===== config.mk =====
export PLATFORM = sky130hd
export DESIGN_NAME = bcd_7seg_scan_driver
export DESIGN_NICKNAME = d
export VERILOG_FILES = /design/src/rtl/bcd_7seg_scan_driver_pkg.sv /design/src/rtl/bcd_7seg_scan_driver_bcd_to_seg7.sv /design/src/rtl/bcd_7seg_scan_driver.sv
export SDC_FILE = /design/constraint.sdc
export NUM_CORES = 1
export LEC_CHECK = 0
export ABC_AREA = 1
export CORE_UTILIZATION = 40
export DETAILED_ROUTE_END_ITERATION = 6
export PLACE_DENSITY = 0.7
export SLEW_MARGIN = 20
export SYNTH_ARGS = -nofsm -noshare
export SYNTH_HDL_FRONTEND = slang
export SYNTH_SLANG_ARGS = --single-unit

===== constraint.sdc =====
create_clock -name clk -period 5.52 [get_ports clk]
set_clock_uncertainty 0.05 [all_clocks]
set_input_delay 1.656 -clock clk [delete_from_list [all_inputs] [get_ports clk]]
set_output_delay 1.656 -clock clk [all_outputs]
set_load 0.02 [all_outputs]

===== src/rtl/bcd_7seg_scan_driver_pkg.sv =====
// Shared definitions for the multiplexed BCD 7-segment driver: segment
// patterns ({a,b,c,d,e,f,g}, active-high), scan FSM states and a width helper.
package seg7_pkg;

    localparam logic [6:0] SEG_0   = 7'b1111110;
    localparam logic [6:0] SEG_1   = 7'b0110000;
    localparam logic [6:0] SEG_2   = 7'b1101101;
    localparam logic [6:0] SEG_3   = 7'b1111001;
    localparam logic [6:0] SEG_4   = 7'b0110011;
    localparam logic [6:0] SEG_5   = 7'b1011011;
    localparam logic [6:0] SEG_6   = 7'b1011111;
    localparam logic [6:0] SEG_7   = 7'b1110000;
    localparam logic [6:0] SEG_8   = 7'b1111111;
    localparam logic [6:0] SEG_9   = 7'b1111011;
    localparam logic [6:0] SEG_OFF = 7'b0000000;

    typedef enum logic {
        DRIVE = 1'b0,
        BLANK = 1'b1
    } state_t;

    // Counter width able to hold 0..n-1; never narrower than one bit.
    function automatic int cnt_width(input int n);
        return (n <= 2) ? 1 : $clog2(n);
    endfunction

endpackage


===== src/rtl/bcd_7seg_scan_driver_bcd_to_seg7.sv =====
// Combinational BCD to 7-segment decoder, active-high {a,b,c,d,e,f,g}.
// Codes 10..15 produce all segments off.
module bcd_to_seg7
    import seg7_pkg::*;
(
    input  logic [3:0] code,
    output logic [6:0] seg
);

    always_comb begin
        case (code)
            4'd0:    seg = SEG_0;
            4'd1:    seg = SEG_1;
            4'd2:    seg = SEG_2;
            4'd3:    seg = SEG_3;
            4'd4:    seg = SEG_4;
            4'd5:    seg = SEG_5;
            4'd6:    seg = SEG_6;
            4'd7:    seg = SEG_7;
            4'd8:    seg = SEG_8;
            4'd9:    seg = SEG_9;
            default: seg = SEG_OFF;
        endcase
    end

endmodule


===== src/rtl/bcd_7seg_scan_driver.sv =====
// Multiplexed multi-digit BCD 7-segment scan driver with frame-aligned loads.
// Optional leading-zero blanking is enabled by defining SEG7_LZB_EN.
module bcd_7seg_scan_driver
    import seg7_pkg::*;
#(
    parameter int NUM_DIGITS     = 4,
    parameter int REFRESH_DIV    = 1000,
    parameter int AN_ACTIVE_LOW  = 1,
    parameter int SEG_ACTIVE_LOW = 0
) (
    input  logic                    clk,
    input  logic                    rst_n,
    input  logic                    load_valid,
    output logic                    load_ready,
    input  logic [4*NUM_DIGITS-1:0] load_data,
    input  logic                    blank,
    output logic [6:0]              seg,
    output logic [NUM_DIGITS-1:0]   an,
    output logic                    frame_tick
);

    localparam int IDX_W = cnt_width(NUM_DIGITS);
    localparam int DIV_W = cnt_width(REFRESH_DIV);
    localparam logic [IDX_W-1:0] IDX_LAST = IDX_W'(NUM_DIGITS - 1);
    localparam logic [DIV_W-1:0] DIV_LAST = DIV_W'(REFRESH_DIV - 1);

    state_t                  state;
    logic [IDX_W-1:0]        idx;
    logic [DIV_W-1:0]        div;
    logic [4*NUM_DIGITS-1:0] active;
    logic [4*NUM_DIGITS-1:0] pending;
    logic                    pending_valid;
    logic                    blank_q;

    logic                    digit_end;
    logic                    frame_end;
    logic                    accept;
    logic [3:0]              digit_code;
    logic [6:0]              digit_seg;
    logic [NUM_DIGITS-1:0]   suppress;
    logic                    cur_suppressed;
    logic                    drive_on;
    logic [NUM_DIGITS-1:0]   an_on;
    logic [6:0]              seg_on;

    assign digit_end  = (state == DRIVE) && (div == DIV_LAST);
    assign frame_end  = digit_end && (idx == IDX_LAST);
    assign load_ready = !pending_valid;
    assign accept     = load_valid && load_ready;

    always_ff @(posedge clk or negedge rst_n) begin
        if (!rst_n) begin
            state         <= BLANK;
            idx           <= '0;
            div           <= '0;
            active        <= '0;
            pending_valid <= 1'b0;
            blank_q       <= 1'b0;
        end else begin
            // blank is registered so no input reaches an output combinationally
            blank_q <= blank;
            case (state)
                DRIVE: begin
                    if (div == DIV_LAST) begin
                        state <= BLANK;
                        div   <= '0;
                        idx   <= (idx == IDX_LAST) ? '0 : idx + IDX_W'(1);
                    end else begin
                        div <= div + DIV_W'(1);
                    end
                end
                BLANK: state <= DRIVE;
                default: state <= BLANK;
            endcase
            // accept and promote are exclusive: accept needs pending_valid low
            if (accept) begin
                pending_valid <= 1'b1;
            end
            if (frame_end && pending_valid) begin
                active        <= pending;
                pending_valid <= 1'b0;
            end
        end
    end

    always_ff @(posedge clk) begin
        if (accept) begin
            pending <= load_data;
        end
    end

    always_comb begin
        digit_code = active[3:0];
        for (int i = 0; i < NUM_DIGITS; i++) begin
            if (idx == IDX_W'(i)) begin
                digit_code = active[i*4 +: 4];
            end
        end
    end

    bcd_to_seg7 u_dec (
        .code (digit_code),
        .seg  (digit_seg)
    );

`ifdef SEG7_LZB_EN
    logic higher_zero;

    // A digit is suppressed when it and every digit above it are zero.
    always_comb begin
        suppress    = '0;
        higher_zero = 1'b1;
        for (int i = NUM_DIGITS - 1; i > 0; i--) begin
            higher_zero = higher_zero && (active[i*4 +: 4] == 4'd0);
            suppress[i] = higher_zero;
        end
    end
`else
    assign suppress = '0;
`endif

    always_comb begin
        cur_suppressed = 1'b0;
        for (int i = 0; i < NUM_DIGITS; i++) begin
            if (idx == IDX_W'(i)) begin
                cur_suppressed = suppress[i];
            end
        end
    end

    assign drive_on = (state == DRIVE) && !cur_suppressed;

    always_comb begin
        an_on = '0;
        for (int i = 0; i < NUM_DIGITS; i++) begin
            an_on[i] = drive_on && !blank_q && (idx == IDX_W'(i));
        end
    end

    assign seg_on     = drive_on ? digit_seg : SEG_OFF;
    assign an         = (AN_ACTIVE_LOW != 0) ? ~an_on : an_on;
    assign seg        = (SEG_ACTIVE_LOW != 0) ? ~seg_on : seg_on;
    assign frame_tick = frame_end;

endmodule

==> results.toml, run 1 <==
[logic_synthesis]
ys_ff_latch = 47
synth_top_area_cell = "dfrtp_1"
syn_avg_cell_area_sq_um = 8.87
synth_top_family_by_area = "simple AND/OR/NAND/NOR gates"
synth-edff-count = 16
syn_area_sq_um = 2300
ys_types = 26
synth.most_common_cell = "nand2_1"
synth_cells = 259
netlist.area_leader.share = 0.327
ys_seq_area_frac = 0.547
synth_ff_type = "dfrtp_1"
async_flop_share = 0.660
synth-compound-area-share = 0.0354
synth_fp_nets = 289
yosys-top-cells-count = "79 x nand2_1, 32 x inv_1, 32 x nor2_1"
yosys_warnings = 0
synth_adder_area_share = 0.0545
synth_simple_gate_area_frac = 0.288
synth-xor-area-share = 0.00381
synth_mux_area_frac = 0
synthTopCellsByArea = "dfrtp_1 33%, edfxtp_1 21%, nand2_1 13%, nand3_1 5.9%, ha_1 5.4%"

[cts]
cts_buffers = 5
cts_tree = "built"
post_cts_buffers = 0
clkTransAtPathRegs_ns = 0.09
cts.root.buffer_cell = "clkbuf_8"
clk_latency_ns = 0.29
cts.sinks = 47
cts_hold_buf = 0
h-tree-depth = 2
post_cts_resize_count = 0
cts.path.max_buffers = 2

[worst_hold_path]
min_path_type = "reg -> reg"
worstHoldStart = "pending[15]"
hold_depth = 2
hold_end = "active[15]"

[setup_path]
cp-start-kind = "flop"
cp-end-kind = "output port"
cpPeakStageDelay_ns = 0.60
path_max_fanout = 8
worstSetupPathType = "reg -> out"
cp_common_cell = "nor2_1"
timing.rr.start = "div[1]"
crit_slowest_cell = "clkdlybuf4s50_1"
cp.buffers_inverters = 3
reg2regPathDepth = 8
cp_data_arrival_time_ns = 2.85
path_cells = "ha_1, inv_2, or2_2, nand2_1, inv_1, ha_1, nor2_1, nor2_1, nor2_1, clkdlybuf4s50_1"
r2r_slack_ns = 3.68
r2r-end = "active[10]"
cpLargestDelayFamily = "buffers and inverters"
crit_required_ns = 3.81

[place]
gp_congestion = 0.793
post_dp_cell_area_sq_um = 2680
pre_cts_ws_ns = 1.28
dp_hpwl_um = 3040
dp.cells = 360
port_buffers = 32

[finish]
final-instance-count-excl-fill = 368
multi_input_area_sq_um = 877
diodes = 0
nets = 325
final-seq-area_sq_um = 1260
stdcell_area_sq_um = 2780
syn_to_final_growth_pct = 21.1
drive_gt1_frac = 0.0642
fin_util = 0.505
fillCellCount = 512

[grt]
gr-usage-all-layers = 0.152
grt_max_degree = 32
gr-total-overflow = 0
antenna_found_initial = 0
grt_pass1_wl_um = 7180
grt_pass1_vias = 1586

[floorplanning]
start_util = 0.417
die_area_sq_um = 6050
die_w_um = 77.8
io_pins = 33
die_y_um = 77.8
coreArea_sq_um = 5510
rows = 27

[power_and_ir_drop]
p_leak_nw = 1.35
vdd_drop_max_v = 0.000181
cellPowerDensity_nw_per_um2 = 214
power.total_mw = 0.595

[timing]
hold_viol = 0
timing.fmax_mhz = 219
tightest_slew_ns = 0.649
fin_setup_tns_ns = 0
worst_slack_ns = 0.964
rsz0062_at_grt = "false"
drv_slew = 0
finalHoldWorstSlack_ns = 0.428
max_slew_margin = 0.567
setup_viol_count_final = 0
fin_crit_ns = 4.56
post-route-period-util = 0.825

[routing]
viasPerCell = 4.64
routedWlPerCell_um = 10.8
vias = 1708
dr.pass1.iters = 4
drtIter0Drc = 134
wl_um = 3990
drc = 0
ant_nets = 0

[outcome]
run_status = "completed"

[flow_run]
max-cap-violations = 0
[worst register-to-register path: stages, from the launching register on]
cell and delay [ns]:
dfrtp_1 0.41, ha_1 0.23, nand2_2 0.08, nor3_4 0.17, nand3_4 0.16, nor2_8 0.28, nand2_4 0.19, nand2_1 0.11
nand2_1 0.05
[state kept, by name, summed over array words and instances (netlist names)]
name,flops
idx,2
state,1
div,10
blank_q,1
pending,16
pending_valid,1
active,16
[worst max path at each step]
stage | startpoint | to | slack (ns) | cells past startpoint
2_1_floorplan | idx[0] | seg[3] | 1.90 | 10
3_3_place_gp | idx[0] | seg[3] | 1.37 | 10
3_5_place_dp | idx[1] | seg[3] | 1.28 | 10
4_1_cts | idx[1] | seg[3] | 0.94 | 10
5_1_grt | idx[0] | seg[3] | 0.74 | 10
6_report | idx[1] | seg[3] | 0.96 | 10
[power by group]
group	total [mW]	leakage (nW)	switching, mW	internal (mW)
clock	0.215	0.0474	0.112	0.102
combinational	0.0197	0.748	0.00690	0.0128
sequential	0.361	0.551	0.000177	0.361
[routing by layer]
layer,track usage,share of wire,vias to the layer above
li1,-,-,888
met1,0.201,0.49,768
met2,0.236,0.45,43
met3,0.0365,0.039,9
met4,0.0698,0.022,0
met5,0,0,-
[cell families after synthesis]
| kind of cell | count (synthesis) |
|---|---|
| flip-flops | 47 |
| AO/OA/AOI/OAI | 15 |
| AND/OR/NAND/NOR | 148 |
| XOR/XNOR | 1 |
| buffers and inverters | 38 |
| adder cells (fa/ha/maj) | 10 |
[cell type report]
type                       count  share of cell area
inverter                      33              0.0445
multi-input combinational    174               0.315
clock inverter                 2             0.00585
sequential                    47               0.452
timing repair buffer          34               0.121
clock buffer                   6              0.0297
tap                           72              0.0324
[placed cells by master, fill, tap and decap left out, types with 2 or more instances in the layout]
cell type,n
buf_4,2
a21oi_1,7
inv_1,32
nand2_1,79
dfrtp_1,30
nor2_1,32
o21ai_0,5
nor3_4,2
edfxtp_1,16
nor3_1,2
o21bai_1,2
nand3_1,27
clkbuf_8,6
clkdlybuf4s50_1,32
ha_1,10
Power figures use the tool's default switching activity.
==> inputs of run 2 (changes only) <==
--- a/config.mk
+++ b/config.mk
@@ -8,7 +8,7 @@
 export ABC_AREA = 1
 export CORE_UTILIZATION = 40
 export DETAILED_ROUTE_END_ITERATION = 6
-export PLACE_DENSITY = 0.7
+export PLACE_DENSITY = 0.72
 export SLEW_MARGIN = 20
 export SYNTH_ARGS = -nofsm -noshare
 export SYNTH_HDL_FRONTEND = slang
==> constraint.sdc (replaced) <==
create_clock -name clk -period 3.7 [get_ports clk]
set_clock_uncertainty 0.05 [all_clocks]
set_input_delay 1.11 -clock clk [delete_from_list [all_inputs] [get_ports clk]]
set_output_delay 1.11 -clock clk [all_outputs]
set_load 0.02 [all_outputs]
==> run 2 against run 1 <==
  * Register-to-register slack got worse by 1.8 ns
  * Global-route usage increased by 0.79 points
  * Largest cell class unchanged
  * Non-clock buffer count increased by 3
  * Sequential power increased by 49%
  * Sequential cell count unchanged
==> results.toml, run 2 (synthesized netlist as in run 1, its figures left out) <==
[setup_path]
worstSetupPathType = "reg -> out"
reg2regPathDepth = 8
cp-end-kind = "output port"
timing.rr.start = "div[1]"
cp-start-kind = "flop"
path_max_fanout = 5
crit_required_ns = 2.54
r2r-end = "active[11]"
cp_data_arrival_time_ns = 2.36
r2r_slack_ns = 1.86

[grt]
grt_max_degree = 32
grt_pass1_vias = 1661
antenna_found_initial = 0
grt_pass1_wl_um = 7490
gr-total-overflow = 0
gr-usage-all-layers = 0.160

[timing]
worst_slack_ns = 0.179
post-route-period-util = 0.952
timing.fmax_mhz = 284
fin_crit_ns = 3.52
fin_setup_tns_ns = 0
setup_viol_count_final = 0
tightest_slew_ns = 0.405
max_slew_margin = 0.730
drv_slew = 0
hold_viol = 0

[worst_hold_path]
hold_depth = 2
hold_end = "active[7]"
min_path_type = "reg -> reg"
worstHoldStart = "pending[7]"

[routing]
dr.pass1.iters = 5
ant_nets = 0
wl_um = 4230
drtIter0Drc = 143
routedWlPerCell_um = 11.4
drc = 0
vias = 1750
viasPerCell = 4.72

[cts]
cts_hold_buf = 0
h-tree-depth = 2
post_cts_buffers = 0
cts_buffers = 5
cts.root.buffer_cell = "clkbuf_8"
clk_latency_ns = 0.29
cts_tree = "built"
cts.path.max_buffers = 2
clkTransAtPathRegs_ns = 0.08
cts.sinks = 47

[place]
dp_hpwl_um = 3170
pre_cts_ws_ns = 0.0498
dp.cells = 363
port_buffers = 32
gp_congestion = 0.820

[finish]
nets = 328
final_common_cell = "nand2_1"
fillCellCount = 527
fin_util = 0.506
reg_top3 = "active (16), pending (16), div (10)"
diodes = 0
multi_input_area_sq_um = 900
final-instance-count-excl-fill = 371
final_cell_mix = "77 x nand2_1, 32 x nor2_1, 31 x inv_1"
drive_gt1_frac = 0.107
syn_to_final_growth_pct = 21.3
final-seq-area_sq_um = 1260

[power_and_ir_drop]
power_frac_clock = 0.342
p_leak_nw = 1.34
vdd_drop_max_v = 0.000207
switching_power_mw = 0.173
combPwrFrac = 0.034
p_int_mw = 0.689
switching_share = 0.201
cellPowerDensity_nw_per_um2 = 310
seq_power_share = 0.624

[floorplanning]
coreArea_sq_um = 5510
die_area_sq_um = 6050
io_pins = 33
die_w_um = 77.8
start_util = 0.417
rows = 27
die_y_um = 77.8

[flow_run]
max-cap-violations = 0

[outcome]
run_status = "completed"
-- run 2: changes by cell type in the layout (fill, tap and decap cells not counted), moves of 2 or more --
cell and delta:
buf_4 +3, clkbuf_2 +5, clkdlybuf4s50_1 -7, dlygate4sd2_1 +2, ha_1 -3, ha_2 +2
nand2_1 -2, nand2_2 +2
-- run 2: worst max-delay path, cell delays in order, from the launching register on --
cell	delay [ns]
dfrtp_1	0.43
inv_1	0.11
ha_2	0.23
inv_2	0.09
nor2_1	0.05
nor2_1	0.09
nand2_1	0.07
nand2_2	0.09
inv_1	0.08
ha_1	0.29
nor2_1	0.14
nor2_1	0.06
dlygate4sd2_1	0.31
-- run 2: worst max path at each step --
stage,end,slack (ns),cells past startpoint,start
final,seg[5],0.18,12,idx[0]
after global routing,seg[5],-0.002,12,idx[0]
after CTS,seg[3],0.01,13,idx[0]
after detailed placement,seg[3],0.05,13,idx[0]
after global placement,seg[3],0.16,13,idx[0]
after floorplan,seg[3],0.63,10,idx[0]
-- run 2: repair_timing --
| action | in CTS | in global routing |
|---|---|---|
| resized for setup | 8 | 16 |
| pin swaps | 0 | 0 |
| endpoints found under the setup margin | 7 | 7 |
-- run 2: per-layer routing --
| layer | up-vias | wire length [um] | GRT usage |
|---|---|---|---|
| met5 | - | 0 | 0 |
| met1 | 796 | 1950 | 0.208 |
| met3 | 6 | 189 | 0.0365 |
| met2 | 46 | 2020 | 0.258 |
| met4 | 0 | 69 | 0.0660 |
| li1 | 902 | - | - |
-- run 2: power by group through the flow --
stage | Clock [mW] | Sequential (mW) | Combinational [mW]
after floorplan | 0 | 0.549 | 0.00178
after global placement | 0 | 0.549 | 0.0302
after detailed placement | 0 | 0.549 | 0.0303
after CTS | 0.307 | 0.538 | 0.0305
after global routing | 0.333 | 0.538 | 0.0332
final | 0.295 | 0.538 | 0.0297
-- run 2: cell type report --
type / instances / share of cell area
clock buffers: 6 / 0.0260
clock inverters: 2 / 0.00449
inverters: 33 / 0.0445
multi-input cells: 174 / 0.323
flip-flops and latches: 47 / 0.451
well taps: 72 / 0.0323
repair buffers: 37 / 0.119
-- run 2: metrics by stage --
stage / cell area [sq um] / total power [mW] / hold slack [ns]
2_1_floorplan: 2300 / 0.551 / 0.384
3_3_place_gp: 2710 / 0.579 / 0.408
3_5_place_dp: 2710 / 0.579 / 0.413
4_1_cts: 2780 / 0.875 / 0.434
5_1_grt: 2790 / 0.904 / 0.453
6_report: 2790 / 0.863 / 0.434
==> RTL edit 1 (flow settings as in run 2) <==
`NUM_DIGITS`: 4 -> 8.
--- a/src/rtl/bcd_7seg_scan_driver.sv
+++ b/src/rtl/bcd_7seg_scan_driver.sv
@@ -4,5 +4,5 @@
     import seg7_pkg::*;
 #(
-    parameter int NUM_DIGITS     = 4,
+    parameter int NUM_DIGITS     = 8,
     parameter int REFRESH_DIV    = 1000,
     parameter int AN_ACTIVE_LOW  = 1,
Ports: changed (resized an and load_data); port bits go from 33 to 53. No check against the original RTL was run, so the function may have changed too.
==> RTL edit 1 against run 2 <==
  * The flow now finishes with violations (negative setup slack)
  * Sequential power rose by 72%
  * Sequential cell count up 33
  * Area after synthesis grew 63%
  * Routed wire length up 90%
  * Global-route usage increased by 1.7 points
  * Power is 90% higher
  * Worst setup slack got worse by 0.30 ns
  * Critical endpoint is now seg[2]
  * Final area rose by 80%
==> RTL edit 1: results (changes against run 2) <==
| Metric | Value |
|---|---|
| Power Total | `1.64 mW (was 863 uW)` |
| Flip-flop and latch count | `80 (was 47)` |
| Peak supply drop | `0.256 mV (was 0.207 mV)` |
| Pin count of the biggest net entering global routing | `49 (was 32)` |
| Leading registers by flop count | `active (32), pending (32), div (10) (was active (16), pending (16), div (10))` |
| RR Endpoint | `pending_valid (was active[11])` |
| Non-clock buffering overhead | `0.159 (was 0.119)` |
| Crit path arrival time | `2.66 ns (was 2.36 ns)` |
| Failing checks | `negative setup slack` |
| Cells after Synth | `420 (was 259)` |
| Status | `finished with violations (was finished, final reports clean)` |
| Non-CTS buffers | `86 (was 37)` |
| Routed Wire Length | `8030 um (was 4230 um)` |
| Core area | `0.00889 mm^2 (was 0.00551 mm^2)` |
| TritonCTS Buffers | `9 (was 5)` |
| Final setup viols | `6 (was 0)` |
| Setup TNS | `-0.465 ns (was 0 ns)` |
| Static Leak | `2.38 nW (was 1.34 nW)` |
| Pre-CTS WS | `-0.151 ns (was 0.0498 ns)` |
| Post-synthesis net count | `468 (was 289)` |
| Post-DP HPWL | `5450 um (was 3170 um)` |
| Worst Hold Path EP | `active[19] (was active[7])` |
| Distinct cell type count after synthesis | `30 (was 26)` |
| Sw frac | `0.222 (was 0.201)` |
| Slowest CP cell | `dfrtp_2 (was dfrtp_1)` |
| Slew margin rel. | `0.535 (was 0.730)` |
| Largest cells by area after synthesis | `dfrtp_1 (31%), edfxtp_1 (26%), nand2_1 (15%), nand3_1 (6.5%), nor2_1 (4.3%) (was dfrtp_1 (33%), edfxtp_1 (21%), nand2_1 (13%), nand3_1 (5.9%), ha_1 (5.4%))` |
| Hold Path Origin | `active[19] (was pending[7])` |
| Detailed-routing iteration count for the pre-antenna-repair pass | `4 (was 5)` |
| Worst setup margin | `-0.117 ns (was 0.179 ns)` |
| GPL Wtd Cong | `0.845 (was 0.820)` |
| Fill count | `762 (was 527)` |
| Port bufs | `52 (was 32)` |
| Number of global-route vias before repair | `3051 (was 1661)` |
## RTL edit 1: changes by cell type after synthesis, moves of 3 or more
cell and delta:
a21oi_1 -5, nand3_1 +22, dfrtp_1 +17, o21ai_0 +3, inv_1 +8, nor2_1 +11, edfxtp_1 +16, nand2_1 +72
## RTL edit 1: timing repair
action	CTS	global route
buffers inserted	3	2
endpoints found under the setup margin	7	7
resized for setup	55	44
pin swaps	3	25
## RTL edit 1: how the worst max path moves through the flow
stage	end	slack [ns]	start	cells after the start
final	seg[2]	-0.12	idx[1]	13
after global routing	seg[0]	-0.25	idx[1]	21
after CTS	seg[5]	0.008	idx[1]	18
after detailed placement	seg[3]	-0.15	idx[1]	18
after global placement	seg[3]	-0.08	idx[1]	18
after floorplan	seg[3]	0.25	idx[0]	11
## RTL edit 1: per-layer routing
layer  global-route usage  vias up  share of wire  wire (um)
met5                    0        -              0          0
met4               0.0896        0          0.025        204
met3               0.0270       19          0.029        235
met2                0.313       55           0.50       4010
met1                0.210     1418           0.45       3580
li1                     -     1507              -          -
==> RTL edit 2 (settings of run 2) <==
Made on the original files. Register the output `seg`, cleared by the reset; this adds one clock of latency there. The other outputs are not delayed to match.
--- a/src/rtl/bcd_7seg_scan_driver.sv
+++ b/src/rtl/bcd_7seg_scan_driver.sv
@@ -24,4 +24,6 @@
     localparam logic [IDX_W-1:0] IDX_LAST = IDX_W'(NUM_DIGITS - 1);
     localparam logic [DIV_W-1:0] DIV_LAST = DIV_W'(REFRESH_DIV - 1);
+
+    logic [6:0] seg_d;
 
     state_t                  state;
@@ -140,6 +142,14 @@
     assign seg_on     = drive_on ? digit_seg : SEG_OFF;
     assign an         = (AN_ACTIVE_LOW != 0) ? ~an_on : an_on;
-    assign seg        = (SEG_ACTIVE_LOW != 0) ? ~seg_on : seg_on;
+    assign seg_d      = (SEG_ACTIVE_LOW != 0) ? ~seg_on : seg_on;
     assign frame_tick = frame_end;
 
+    always_ff @(posedge clk or negedge rst_n) begin
+        if (!rst_n) begin
+            seg <= '0;
+        end else begin
+            seg <= seg_d;
+        end
+    end
+
 endmodule
Function: changed (a bounded check fails within 4 cycles, from zero or initial values and one cycle with rst_n low).
==> RTL edit 2 against run 2 <==
  * Power up 14%
  * Die area up 11%
  * Final area up 8.6%
  * Area after synthesis up 11%
  * Worst setup slack better by 0.17 ns
  * Sequential cell count up 7
  * Combinational power about the same
  * Critical path depth down 8
  * Global-route usage down 1.3 points
  * Fmax up 5.0%
  * Routed wire length up 1.5%
  * Critical path type unchanged
  * Largest power group unchanged
==> RTL edit 2: results (changes against run 2) <==
| Metric | Value |
|---|---|
| Status | `finished, final reports clean (unchanged)` |
| Crit path arrival time | `2.20 ns (was 2.36 ns)` |
| Async set-reset flop share out of synthesis | `0.704 (was 0.660)` |
| Post-synthesis net count | `305 (was 289)` |
| Worst reg-to-reg setup slack | `1.49 ns (was 1.86 ns)` |
| Post-Synth Adder-Cell Area | `0.0489 (was 0.0545)` |
| Clock slew at reported path FFs | `0.10 ns (was 0.08 ns)` |
| Final nets | `340 (was 328)` |
| Post-synth top cells | `nand2_1 (79), dfrtp_1 (37), inv_1 (29) (was nand2_1 (79), inv_1 (32), nor2_1 (32))` |
| Number of global-route vias before repair | `1766 (was 1661)` |
| Hold slack | `0.432 ns (was 0.434 ns)` |
| Gr usage total | `0.147 (was 0.160)` |
| Worst setup margin | `0.345 ns (was 0.179 ns)` |
| Initial DRC Count | `57 (was 143)` |
| Synth Area in Compound Gates | `0.0352 (was 0.0354)` |
| Detailed-routing iteration count for the pre-antenna-repair pass | `4 (was 5)` |
| Largest cells by area after synthesis | `dfrtp_1 (36%), edfxtp_1 (19%), nand2_1 (12%), nand3_1 (5.3%), ha_1 (4.9%) (was dfrtp_1 (33%), edfxtp_1 (21%), nand2_1 (13%), nand3_1 (5.9%), ha_1 (5.4%))` |
| Vias per std cell | `4.69 (was 4.72)` |
| Slew at the pin closest to its max-slew limit | `0.836 ns (was 0.405 ns)` |
| Cells after Synth | `275 (was 259)` |
| Pin count of the biggest net entering global routing | `39 (was 32)` |
| Max FO, Critical Path | `17 (was 5)` |
| Placed inst area | `0.00293 mm^2 (was 0.00271 mm^2)` |
| Post-Synth XOR/XNOR Area | `0.00343 (was 0.00381)` |
| Critical Path Sink | `frame_tick (was seg[5])` |
| Sequential area share after synthesis | `0.560 (was 0.547)` |
| Reg2Reg Depth | `9 (was 8)` |
| Post-DP HPWL | `3270 um (was 3170 um)` |
| GPL Wtd Cong | `0.878 (was 0.820)` |
| Static Leak | `1.44 nW (was 1.34 nW)` |
| First-pass GRT wire length | `7410 um (was 7490 um)` |
| Clock Latency Late Sink | `0.31 ns (was 0.29 ns)` |
| RR Endpoint | `seg[3] (was active[11])` |
| Grt met2 use | `0.261 (was 0.258)` |
| Hold Path Origin | `active[3] (was pending[7])` |
| Crit path largest cell delay | `0.66 ns (was 0.43 ns)` |
| Peak supply drop | `0.211 mV (was 0.207 mV)` |
| Non-filler cells, final | `386 (was 371)` |
| Met3 usage | `0.0389 (was 0.0365)` |
| Met1 usage | `0.174 (was 0.208)` |
| Distinct cell type count after synthesis | `32 (was 26)` |
-- RTL edit 2: metal layers --
layer  share of wire  wire [um]
met2            0.50       2140
met3           0.045        193
met4           0.010         43
met5               0          0
met1            0.45       1920
-- RTL edit 2: stage by stage --
stage	total power, mW	utilization
after floorplan	0.629	-
after global placement	0.657	0.486
after detailed placement	0.658	0.486
after CTS	0.996	0.502
after global routing	1.02	0.502
final	0.980	0.502
-- RTL edit 2: report_power, final --
part           switching (mW)  leakage (nW)  internal, mW
clock network           0.199        0.0483         0.137
logic                  0.0118         0.770        0.0179
registers            0.000222         0.618         0.615
-- RTL edit 2: final cells by class --
class | count | area, um^2
Clock inverter | 3 | 26.3
Multi-Input combinational cell | 179 | 933
Timing Repair Buffer | 34 | 330
Tap cell | 75 | 93.8
Fill cell | 573 | 3000
Sequential cell | 54 | 1430
Inverter | 36 | 140
Clock buffer | 5 | 68.8
